`config.mk`:
```
export PLATFORM = sky130hd
export DESIGN_NAME = buffet_ctrl_v2
export DESIGN_NICKNAME = d
export VERILOG_FILES = /design/src/rtl/buffet_ctrl_v2.sv
export SDC_FILE = /design/constraint.sdc
export NUM_CORES = 1
export LEC_CHECK = 0
export BUFFER_PORTS_ARGS = -buffer_cell sky130_fd_sc_hd__buf_4
export CAP_MARGIN = 20
export CORE_MARGIN = 5
export CORE_UTILIZATION = 30
export DETAILED_ROUTE_END_ITERATION = 8
export PLACE_DENSITY = 0.51
export SLEW_MARGIN = 5
export SYNTH_ARGS = -nofsm -noshare
export SYNTH_HDL_FRONTEND = slang
export SYNTH_SLANG_ARGS = --single-unit
```
`constraint.sdc`:
```
create_clock -name clk -period 3.99 [get_ports clk]
set_input_delay 0.798 -clock clk [delete_from_list [all_inputs] [get_ports clk]]
set_output_delay 0.798 -clock clk [all_outputs]
set_load 0.05 [all_outputs]
```
`src/rtl/buffet_ctrl_v2.sv`:
```
// buffet_ctrl_v2: buffet storage, controller and credit logic in one block.
// Elements are filled in order by a credit-driven producer. The consumer
// reads them by index relative to the oldest entry, optionally marking a
// slot for a later in-place update, and shrinks the window to free slots.
// Optional feature macro: BUFFET_UPDATE_EN enables the update port and the
// per-slot pending scoreboard. Without it, update_ready is tied low and the
// update inputs are ignored.
//
// Handshake rule for every channel: a transfer happens on the rising clk
// edge where valid and ready are both 1. A valid never waits on its ready.
// read_data_valid stays high with read_data stable until read_data_ready.
module buffet_ctrl_v2 #(
  parameter int DATA_WIDTH = 32,
  parameter int IDX_WIDTH  = 4
) (
  input  logic                  clk,
  input  logic                  nreset_i,
  input  logic [DATA_WIDTH-1:0] push_data,
  input  logic                  push_data_valid,
  output logic                  push_data_ready,
  input  logic [IDX_WIDTH-1:0]  read_idx,
  input  logic                  read_will_update,
  input  logic                  is_shrink,
  input  logic                  read_idx_valid,
  output logic                  read_idx_ready,
  output logic [DATA_WIDTH-1:0] read_data,
  output logic                  read_data_valid,
  input  logic                  read_data_ready,
  input  logic [IDX_WIDTH-1:0]  update_idx,
  input  logic [DATA_WIDTH-1:0] update_data,
  input  logic                  update_valid,
  output logic                  update_ready,
  output logic [IDX_WIDTH:0]    credit_out,
  output logic                  credit_valid,
  input  logic                  credit_ready
);
  localparam int SIZE = 1 << IDX_WIDTH;
  localparam logic [IDX_WIDTH:0] SIZE_L = {1'b1, {IDX_WIDTH{1'b0}}};

  logic [DATA_WIDTH-1:0] mem [SIZE];
  logic [IDX_WIDTH-1:0]  head;
  logic [IDX_WIDTH-1:0]  tail;
  logic [IDX_WIDTH:0]    occ;
  logic [IDX_WIDTH:0]    cacc;

  logic                  fill_acc;
  logic                  rd_acc;
  logic                  sh_acc;
  logic                  rd_ok;
  logic                  sh_ok;
  logic                  rd_pend;
  logic                  shrink_blocked;
  logic [IDX_WIDTH-1:0]  rd_slot;
  logic [IDX_WIDTH:0]    shrink_amt;
  logic [IDX_WIDTH:0]    idx_ext;

  assign idx_ext         = {1'b0, read_idx};
  assign rd_slot         = head + read_idx;
  assign push_data_ready = (occ != SIZE_L);
  assign fill_acc        = push_data_valid & push_data_ready;

  // The response register may be refilled in the cycle it is consumed,
  // so back-to-back reads run at full rate while read_data_ready stays 1.
  assign rd_ok = (idx_ext < occ) && !rd_pend && (!read_data_valid || read_data_ready);
  assign sh_ok = (idx_ext <= occ) && !shrink_blocked;

  assign read_idx_ready = is_shrink ? sh_ok : rd_ok;
  assign rd_acc         = read_idx_valid & ~is_shrink & rd_ok;
  assign sh_acc         = read_idx_valid & is_shrink & sh_ok;
  assign shrink_amt     = sh_acc ? idx_ext : '0;

  assign credit_out   = cacc;
  assign credit_valid = (cacc != '0);

`ifdef BUFFET_UPDATE_EN
  logic [SIZE-1:0]      pending;
  logic                 upd_acc;
  logic [IDX_WIDTH-1:0] upd_slot;

  assign update_ready = 1'b1;
  assign upd_acc      = update_valid;
  assign upd_slot     = head + update_idx;
  assign rd_pend      = pending[rd_slot];

  // A shrink may not retire any slot still awaiting its update.
  always_comb begin
    shrink_blocked = 1'b0;
    for (int i = 0; i < SIZE; i++) begin
      if ((i < int'(read_idx)) && pending[head + IDX_WIDTH'(i)]) begin
        shrink_blocked = 1'b1;
      end
    end
  end

  // Pending scoreboard: updates clear first, then a read-will-update sets.
  always_ff @(posedge clk or negedge nreset_i) begin
    if (!nreset_i) begin
      pending <= '0;
    end else begin
      if (upd_acc) pending[upd_slot] <= 1'b0;
      if (rd_acc && read_will_update) pending[rd_slot] <= 1'b1;
    end
  end

  // Storage writes: the update is last so it wins a same-slot collision.
  always_ff @(posedge clk) begin
    if (fill_acc) mem[tail] <= push_data;
    if (upd_acc) mem[upd_slot] <= update_data;
  end
`else
  logic unused_update;

  assign update_ready   = 1'b0;
  assign rd_pend        = 1'b0;
  assign shrink_blocked = 1'b0;
  assign unused_update  = &{1'b0, read_will_update, update_idx, update_data, update_valid};

  // Storage writes from the fill path only.
  always_ff @(posedge clk) begin
    if (fill_acc) mem[tail] <= push_data;
  end
`endif

  // Window pointers, occupancy and credit accumulator.
  always_ff @(posedge clk or negedge nreset_i) begin
    if (!nreset_i) begin
      head <= '0;
      tail <= '0;
      occ  <= '0;
      cacc <= SIZE_L;
    end else begin
      if (fill_acc) tail <= tail + 1'b1;
      if (sh_acc) head <= head + read_idx;
      occ <= occ + {{IDX_WIDTH{1'b0}}, fill_acc} - shrink_amt;
      if (credit_valid && credit_ready) cacc <= shrink_amt;
      else cacc <= cacc + shrink_amt;
    end
  end

  // Single read-response register with hold-until-accepted behaviour.
  always_ff @(posedge clk or negedge nreset_i) begin
    if (!nreset_i) begin
      read_data       <= '0;
      read_data_valid <= 1'b0;
    end else if (rd_acc) begin
      read_data       <= mem[rd_slot];
      read_data_valid <= 1'b1;
    end else if (read_data_ready) begin
      read_data_valid <= 1'b0;
    end
  end

endmodule
```
==> results.cfg, run 1 <==
[timing]
max_slew_margin = 0.330
worst_pin_slew_ps = 1010
slew_violations = 0
fin_crit_sh = 0.822
min_period_ps = 3280
fin_worst_skew_ps = 20.7
hold_viol_final = 0
setup_viol = 0
rsz0062_at_grt = no
max_freq_mhz = 305
fin_tns_setup_ps = 0

[placement]
portBuffers = 83
post-dp-hpwl_um = 27700
gp_congestion = 0.723

[global_route]
grt_pass1_vias = 11500
grt_max_degree = 66
antenna_found_initial = 4
gr-total-overflow = 0
grt_util_all_layers = 0.132
grt_first_pass_wirelength_um = 77700

[power_and_ir_drop]
p_total_mw = 20.4
clkPwrFrac = 0.251
p_comb_frac = 0.378
p_int_mw = 13.3
p_switching_mw = 7.04
sw_frac_of_total = 0.345
vdd_drop_max_mv = 0.554
leakage_nw = 8.74
power_frac_seq = 0.371
power.density_mw_per_mm2 = 781

[worst_hold_path]
min_path_cells = 2
hp-class = input port to flip-flop

[yosys]
netlist_area_mm2 = 0.0221
syn_inst = 1107
netlist-cell-type-count = 41
ys_seq_area_frac = 0.754
synth_area_per_cell_um2 = 19.9
synth_ff_type = edfxtp_1
async_flop_share = 0.0906
synth-edff-count = 512
synth_nets = 1214
ys_seq_elements = 563
yosysWarnings = 0

[critical_path]
cp_max_fo = 7
critical_path_required_ps = 3190
worst_r2r_path_depth = 15
arrival_ps = 2480
crit_type = flip-flop to output pin
slowest_delay_ps = 380
cp_num_buf_inv = 3
crit_family = compound AO/OA/AOI/OAI gates
slowest_stage = dfrtp_1
cp-start-kind = flip-flop
cp-end-kind = output pin
crit_path_cell_trace = inv_1, ha_1, a21oi_1, or2_2, a32o_1, buf_4, a32o_1, buf_4
crit_cells = 8

[floorplanning]
core_mm2 = 0.0730
fp.dieH_um = 281
start_util = 0.303
rows = 99
ios = 123
die-area_mm2 = 0.0791
die_w_um = 281

[clock_tree]
holdBufCountCts = 0
cts-root-buf = clkbuf_16
cts_tree = built
cts_setup_buffers = 0
htreeDepth = 2
cts.sinks = 563
clock_latency_ps = 610
clkSlewWorstSetupHoldPaths_ps = 60
cts_buffer_depth = 3
cts_made_buffers = 58
ctsResizeCount = 0

[detailed_routing]
drtAntennaViolNets = 0
top_layer = met5
routed_via_density = 4.79
drc = 0
drt-pass1-iter-count = 5
met3WireLength_um = 2410
drt_wl_total_um = 52400
dr_wl_met2_um = 26200
drt-initial-drc-count = 872
met1_length_um = 22800
wire_per_inst_um = 23.4
via_count = 10700

[finish]
area_delta_synth_final_pct = 18.3
final_nets = 1339
drive_gt1_frac = 0.279

[flow_run]
max_cap_violations = 0

[run_status]
outcome = finished, final reports clean
-- layer usage --
metal  up-vias  track usage
met4         4       0.0284
li1       4710            -
met2       208        0.227
met3        66       0.0258
met1      5748        0.176
met5         -            0
-- power by group through the flow --
stage               logic (mW)  clock network [mW]  registers (mW)
floorplan                 4.75                   0            8.16
global placement          7.83                   0            7.67
detailed placement        7.88                   0            7.70
CTS                       7.90                5.27            7.58
global route              8.36                5.54            7.63
finish                    7.70                5.12            7.56
-- layout by cell type (no fill, tap or decap), types with 14 or more instances in the layout --
cell / Yosys / routed
a211oi_1: 31 / 31
and2_1: 34 / 34
and3_1: 32 / 32
buf_12: 0 / 21
buf_4: 6 / 103
clkbuf_1: 27 / 16
clkbuf_16: 0 / 58
clkinv_1: 0 / 14
dfrtp_1: 50 / 50
edfxtp_1: 512 / 512
ha_1: 23 / 22
inv_1: 19 / 19
mux4_2: 128 / 128
nand2_1: 109 / 109
o31ai_1: 31 / 31
-- registers in the layout (all words and copies together) (netlist names) --
register,count
credit_out,5
head,4
mem,512
occ,5
read_data,32
read_data_valid,1
tail,4
-- cells by family after synthesis --
logic type,Yosys count,synth area share
adder cells (fa/ha/maj),26,0.0158
AO/OA/AOI/OAI,84,0.0275
XOR/XNOR,16,0.00703
buffers and inverters,78,0.0179
flip-flops,563,0.754
other,1,0.000170
multiplexers,132,0.133
AND/OR/NAND/NOR,207,0.0447
-- area by class of cell --
type / count / area (um2)
Fill cell: 6738 / 46800
Sequential cell: 563 / 16700
Clock inverter: 32 / 243
Timing Repair Buffer: 124 / 1190
Clock buffer: 76 / 1540
Multi-Input combinational cell: 466 / 5210
Antenna cell: 2 / 5.00
Inverter: 19 / 71.3
Tap cell: 959 / 1200
-- Yosys cell counts, types with 6 or more instances --
master,instances,share of area
a211oi_1,31,0.011
a21oi_1,8,0.0018
and2_1,34,0.0096
and3_1,32,0.0091
buf_2,15,0.0034
buf_4,6,0.0020
buf_6,8,0.0041
clkbuf_1,27,0.0046
dfrtp_1,50,0.057
edfxtp_1,512,0.70
ha_1,23,0.013
inv_1,19,0.0032
mux4_2,128,0.13
nand2_1,109,0.019
nor2_1,12,0.0020
o31ai_1,31,0.011
xnor2_1,13,0.0052
-- path summary, 6_finish.rpt --
| path | startpoint | slack (ps) | endpoint |
|---|---|---|---|
| min in group asynchronous | nreset_i | 360 | occ[3] |
| hold reg to reg | read_data[23] | 490 | read_data[23] |
| setup / recovery | occ[3] | 710 | read_idx_ready |
| setup reg to reg | occ[1] | 940 | occ[4] |
| max in group asynchronous | nreset_i | 2970 | read_data[8] |
| hold / removal | credit_ready | 350 | credit_out[4] |
-- metrics by stage --
stage           util  std cells  area, um2  hold WS, ps  setup WS, ps
6_report       0.358       2241      26100          350           711
5_1_grt        0.358       2240      26100          316           562
4_1_cts        0.358       2239      26100          307           680
3_5_place_dp   0.333       2131      24300          473           432
3_3_place_gp   0.333       2131      24300          468           395
2_1_floorplan      -       1107      22100          465           692
Note: power is estimated with default switching activity, not from simulation.
==> run 2: changes to the inputs <==
--- a/config.mk
+++ b/config.mk
@@ -10,7 +10,7 @@
 export CORE_MARGIN = 5
 export CORE_UTILIZATION = 30
 export DETAILED_ROUTE_END_ITERATION = 8
-export PLACE_DENSITY = 0.51
+export PLACE_DENSITY = 0.53
 export SLEW_MARGIN = 5
 export SYNTH_ARGS = -nofsm -noshare
 export SYNTH_HDL_FRONTEND = slang
==> constraint.sdc (replaced) <==
create_clock -name clk -period 2.75 [get_ports clk]
set_input_delay 0.55 -clock clk [delete_from_list [all_inputs] [get_ports clk]]
set_output_delay 0.55 -clock clk [all_outputs]
set_load 0.05 [all_outputs]
==> results.cfg, run 2 (synthesis results as in run 1) <==
[power_and_ir_drop]
vdd_drop_max_mv = 0.720
leakage_nw = 9.40
power.density_mw_per_mm2 = 1190
p_total_mw = 32.7

[critical_path]
cp-start-kind = flip-flop
cp_max_fo = 2
worst_r2r_path_depth = 9
crit_type = flip-flop to output pin
cp-end-kind = output pin
arrival_ps = 2300
critical_path_required_ps = 2200
reg2reg_from = head[0]
r2r_slack_ps = -40
r2r-end = read_data[3]

[clock_tree]
cts_made_buffers = 58
clkSlewWorstSetupHoldPaths_ps = 60
cts_buffer_depth = 3
clock_latency_ps = 610
cts.sinks = 563
cts_tree = built
cts-root-buf = clkbuf_16
htreeDepth = 2

[placement]
placed_area_mm2 = 0.0248
portBuffers = 83
placed_cells = 2187
pre_cts_slack_ps = -277
post-dp-hpwl_um = 30200
gp_congestion = 0.716

[run_status]
violations = negative setup slack
outcome = finished, violations left

[floorplanning]
start_util = 0.303
ios = 123
core_mm2 = 0.0730
die_w_um = 281
rows = 99
die-area_mm2 = 0.0791
fp.dieH_um = 281

[finish]
final_nets = 1425
drive_gt1_frac = 0.386
largestRegisters = mem: 512 flops, read_data: 32 flops
largest_register = mem
layout_commonest_cell = edfxtp_1
post-route-util = 0.376
area_delta_synth_final_pct = 24.3
final_cells = 2328
post-route-cell-area_mm2 = 0.0274
final_cell_mix = edfxtp_1 (512), buf_4 (163), mux4_2 (128)
largest_register_ffs = 512

[worst_hold_path]
worstHoldStart = credit_ready
min_path_cells = 2
hp-class = input port to flip-flop
worstHoldEndpoint = credit_out[4]

[global_route]
grt_util_all_layers = 0.135
grt_first_pass_wirelength_um = 79000
grt_max_degree = 66
gr-total-overflow = 0
antenna_found_initial = 3
grt_pass1_vias = 11600

[detailed_routing]
via_count = 11200
routed_via_density = 4.81
drc = 0
wire_per_inst_um = 23.2
drt_wl_total_um = 54000
drt-initial-drc-count = 809
drtAntennaViolNets = 0
drt-pass1-iter-count = 5

[timing]
max_freq_mhz = 350
min_period_ps = 2850
slew_violations = 0
worst_pin_slew_ps = 747
hold_ws_ps = 78.4
hold_viol_final = 0
max_slew_margin = 0.501
finalWorstSetupSlack_ps = -104
rsz0062_at_grt = yes
fin_worst_skew_ps = 14.3
setup_viol = 8
fin_tns_setup_ps = -218
fin_crit_sh = 1.04

[flow_run]
max_cap_violations = 0
## run 2: cell types whose count changed in the layout (fill, tap and decap cells not counted), sizes merged
cell / before / now
buf: 124 / 204
bufinv: 3 / 6
clkbuf: 76 / 78
clkinv: 25 / 23
clkinvlp: 1 / 3
dlygate4sd3: 0 / 1
inv: 22 / 23
## run 2: layer usage
metal | vias to the layer above | track usage | part of all wire
li1 | 4890 | - | -
met3 | 70 | 0.0267 | 0.050
met1 | 5998 | 0.188 | 0.45
met5 | - | 0 | 0.00013
met4 | 2 | 0.0275 | 0.016
met2 | 236 | 0.221 | 0.49
## run 2: timing repair
action / CTS / global route
pin swaps: 5 / 32
gates resized for setup: 3 / 73
cloned: 1 / 7
buffers inserted: 2 / 19
hold buffers: 1 / 0
endpoints found under the setup margin: 2 / 26
endpoints found under the hold margin: 28 / 0
## run 2: final cells by class
cell class | instances | area [um2]
Multi-Input combinational cell | 466 | 5510
Tap cell | 959 | 1200
Fill cell | 6632 | 45500
Clock inverter | 36 | 363
Clock buffer | 73 | 1580
Antenna cell | 2 | 5.00
Timing Repair Buffer | 210 | 2050
Sequential cell | 563 | 16700
Inverter | 19 | 71.3
## run 2: how the worst max path moves through the flow
stage / slack [ps] / to / from
after floorplan: -310 / mem[15][0] / occ[0]
after global placement: -250 / read_data[29] / read_idx[0]
after detailed placement: -280 / read_data[29] / read_idx[0]
after CTS: -160 / read_idx_ready / occ[3]
after global routing: -200 / read_idx_ready / occ[2]
final: -100 / read_idx_ready / occ[3]
## run 2: power by group
part | switching, mW | internal (mW)
sequential | 0.494 | 10.5
combinational | 7.31 | 6.46
clock | 3.26 | 4.64
total | 11.1 | 21.6
## run 2: worst max-delay path, stage by stage, from the launching register on
cell and delay [ps]:
dfrtp_1 370, inv_2 50, ha_4 260, and3b_2 200
o21ai_2 60, a32o_2 250, buf_6 110, a32o_2 230
buf_8 150
==> run 3: changes to the inputs <==
--- a/config.mk
+++ b/config.mk
@@ -10,7 +10,7 @@
 export CORE_MARGIN = 5
 export CORE_UTILIZATION = 30
 export DETAILED_ROUTE_END_ITERATION = 8
-export PLACE_DENSITY = 0.53
+export PLACE_DENSITY = 0.51
 export SLEW_MARGIN = 5
 export SYNTH_ARGS = -nofsm -noshare
 export SYNTH_HDL_FRONTEND = slang
==> constraint.sdc (replaced) <==
create_clock -name clk -period 3.5 [get_ports clk]
set_input_delay 0.7 -clock clk [delete_from_list [all_inputs] [get_ports clk]]
set_output_delay 0.7 -clock clk [all_outputs]
set_load 0.05 [all_outputs]
==> results.cfg, run 3 (synthesis results as in run 1) <==
[timing]
hold_ws_ps = 233
slew_violations = 0
worst_pin_slew_ps = 1010
max_freq_mhz = 315
max_slew_margin = 0.326
fin_worst_skew_ps = 15.6
hold_viol_final = 0
fin_crit_sh = 0.907
fin_tns_setup_ps = 0
min_period_ps = 3170
setup_viol = 0
rsz0062_at_grt = no

[clock_tree]
clkSlewWorstSetupHoldPaths_ps = 70
holdBufCountCts = 0
htreeDepth = 2
clock_latency_ps = 610
cts_buffer_depth = 3
cts-root-buf = clkbuf_16
cts_tree = built
ctsResizeCount = 0
cts_made_buffers = 56
cts_setup_buffers = 0
cts.sinks = 563

[power_and_ir_drop]
p_comb_frac = 0.384
power.density_mw_per_mm2 = 905
p_int_mw = 15.8
leakage_nw = 8.91
power_frac_seq = 0.360
vdd_drop_max_mv = 0.724
sw_frac_of_total = 0.339
p_switching_mw = 8.10
clkPwrFrac = 0.256

[global_route]
use_met1 = 0.179
grt_max_degree = 66
busiest_layer = met2
gr-usage-met3 = 0.0272
gr-total-overflow = 0
grt_util_all_layers = 0.132
grt_util_met2 = 0.225
antenna_found_initial = 3
grt_first_pass_wirelength_um = 77800
grt_pass1_vias = 11500

[floorplanning]
die_w_um = 281
start_util = 0.303
rows = 99
die-area_mm2 = 0.0791
core_mm2 = 0.0730
fp.dieH_um = 281
ios = 123

[critical_path]
cp-start-kind = flip-flop
slowest_delay_ps = 380
cp_max_fo = 7
crit_type = flip-flop to output pin
arrival_ps = 2470
crit_start = occ[3]
slowest_stage = dfrtp_1
crit_path_cell_trace = inv_1, ha_1, a21oi_1, or2_2, a32o_1, buf_4, a32o_1, buf_4
cp-end-kind = output pin
critical_path_required_ps = 2800
reg2reg_from = occ[3]

[detailed_routing]
via_count = 10800
drc = 0
drt-initial-drc-count = 705
drt-pass1-iter-count = 5
drtAntennaViolNets = 0
wire_per_inst_um = 23.1
drt_wl_total_um = 52200
routed_via_density = 4.77

[worst_hold_path]
hp-class = input port to async pin

[placement]
portBuffers = 83
gp_congestion = 0.712
post-dp-hpwl_um = 28600
placed_area_mm2 = 0.0245

[finish]
post-route-cell-area_mm2 = 0.0264
layout_commonest_cell = edfxtp_1
drive_gt1_frac = 0.293
final_cell_mix = edfxtp_1 (512), mux4_2 (128), buf_4 (121)
fillers = 6729
area_delta_synth_final_pct = 19.6
largestRegisters = mem: 512 flops, read_data: 32 flops
final_nets = 1358
largest_register_ffs = 512
largest_register = mem

[run_status]
outcome = finished, final reports clean

[flow_run]
max_cap_violations = 0
==> run 3: through the flow <==
stage,worst slack [ps],instances,total power [mW],util
after floorplan,294,1107,14.7,-
after global placement,68.7,2151,18.0,0.336
after detailed placement,98.9,2152,18.2,0.336
after CTS,278,2258,24.4,0.362
after global routing,235,2258,25.2,0.362
final,327,2259,23.9,0.362
==> run 3: worst max-delay path: cells and delay by family (launching register included) <==
| family | cells | cell delay [ps] |
|---|---|---|
| AOI/OAI and AO/OA | 3 | 500 |
| buffers and inverters | 3 | 410 |
| DFF | 1 | 380 |
| adders and majority gates | 1 | 280 |
| and+or+nand+nor | 1 | 300 |
==> run 3: final timing paths <==
path                             endpoint  slack, ps  cells after the start
max                        read_idx_ready        330                      8
min                                occ[2]        230                      1
max reg2reg                        occ[4]        490                     15
min reg2reg                 read_data[31]        480                      2
max in group asynchronous   read_data[12]       2590                      1
min in group clk            credit_out[4]        230                      2
==> run 3: power by group through the flow <==
stage          Combinational, mW  Clock, mW  Sequential, mW
6_report                    9.17       6.11            8.61
5_1_grt                     9.98       6.57            8.69
4_1_cts                     9.44       6.29            8.63
3_5_place_dp                9.41          0            8.76
2_1_floorplan               5.42          0            9.30
3_3_place_gp                9.30          0            8.73
==> run 3: cell type report <==
type	instances	area, um2	share of cell area
Clock buffer	74	1490	0.0564
Timing Repair Buffer	145	1400	0.0529
Sequential cell	563	16700	0.631
Inverter	19	71.3	0.00270
Tap cell	959	1200	0.0454
Multi-Input combinational cell	466	5210	0.197
Antenna cell	1	2.50	0.0000948
Clock inverter	32	380	0.0144
==> run 3: layer usage <==
layer | share of wire | vias to the layer above | routed length, um
met5 | 0.00052 | - | 27
met4 | 0.015 | 4 | 781
met1 | 0.44 | 5764 | 23200
met2 | 0.49 | 190 | 25800
met3 | 0.045 | 64 | 2370
li1 | - | 4749 | -
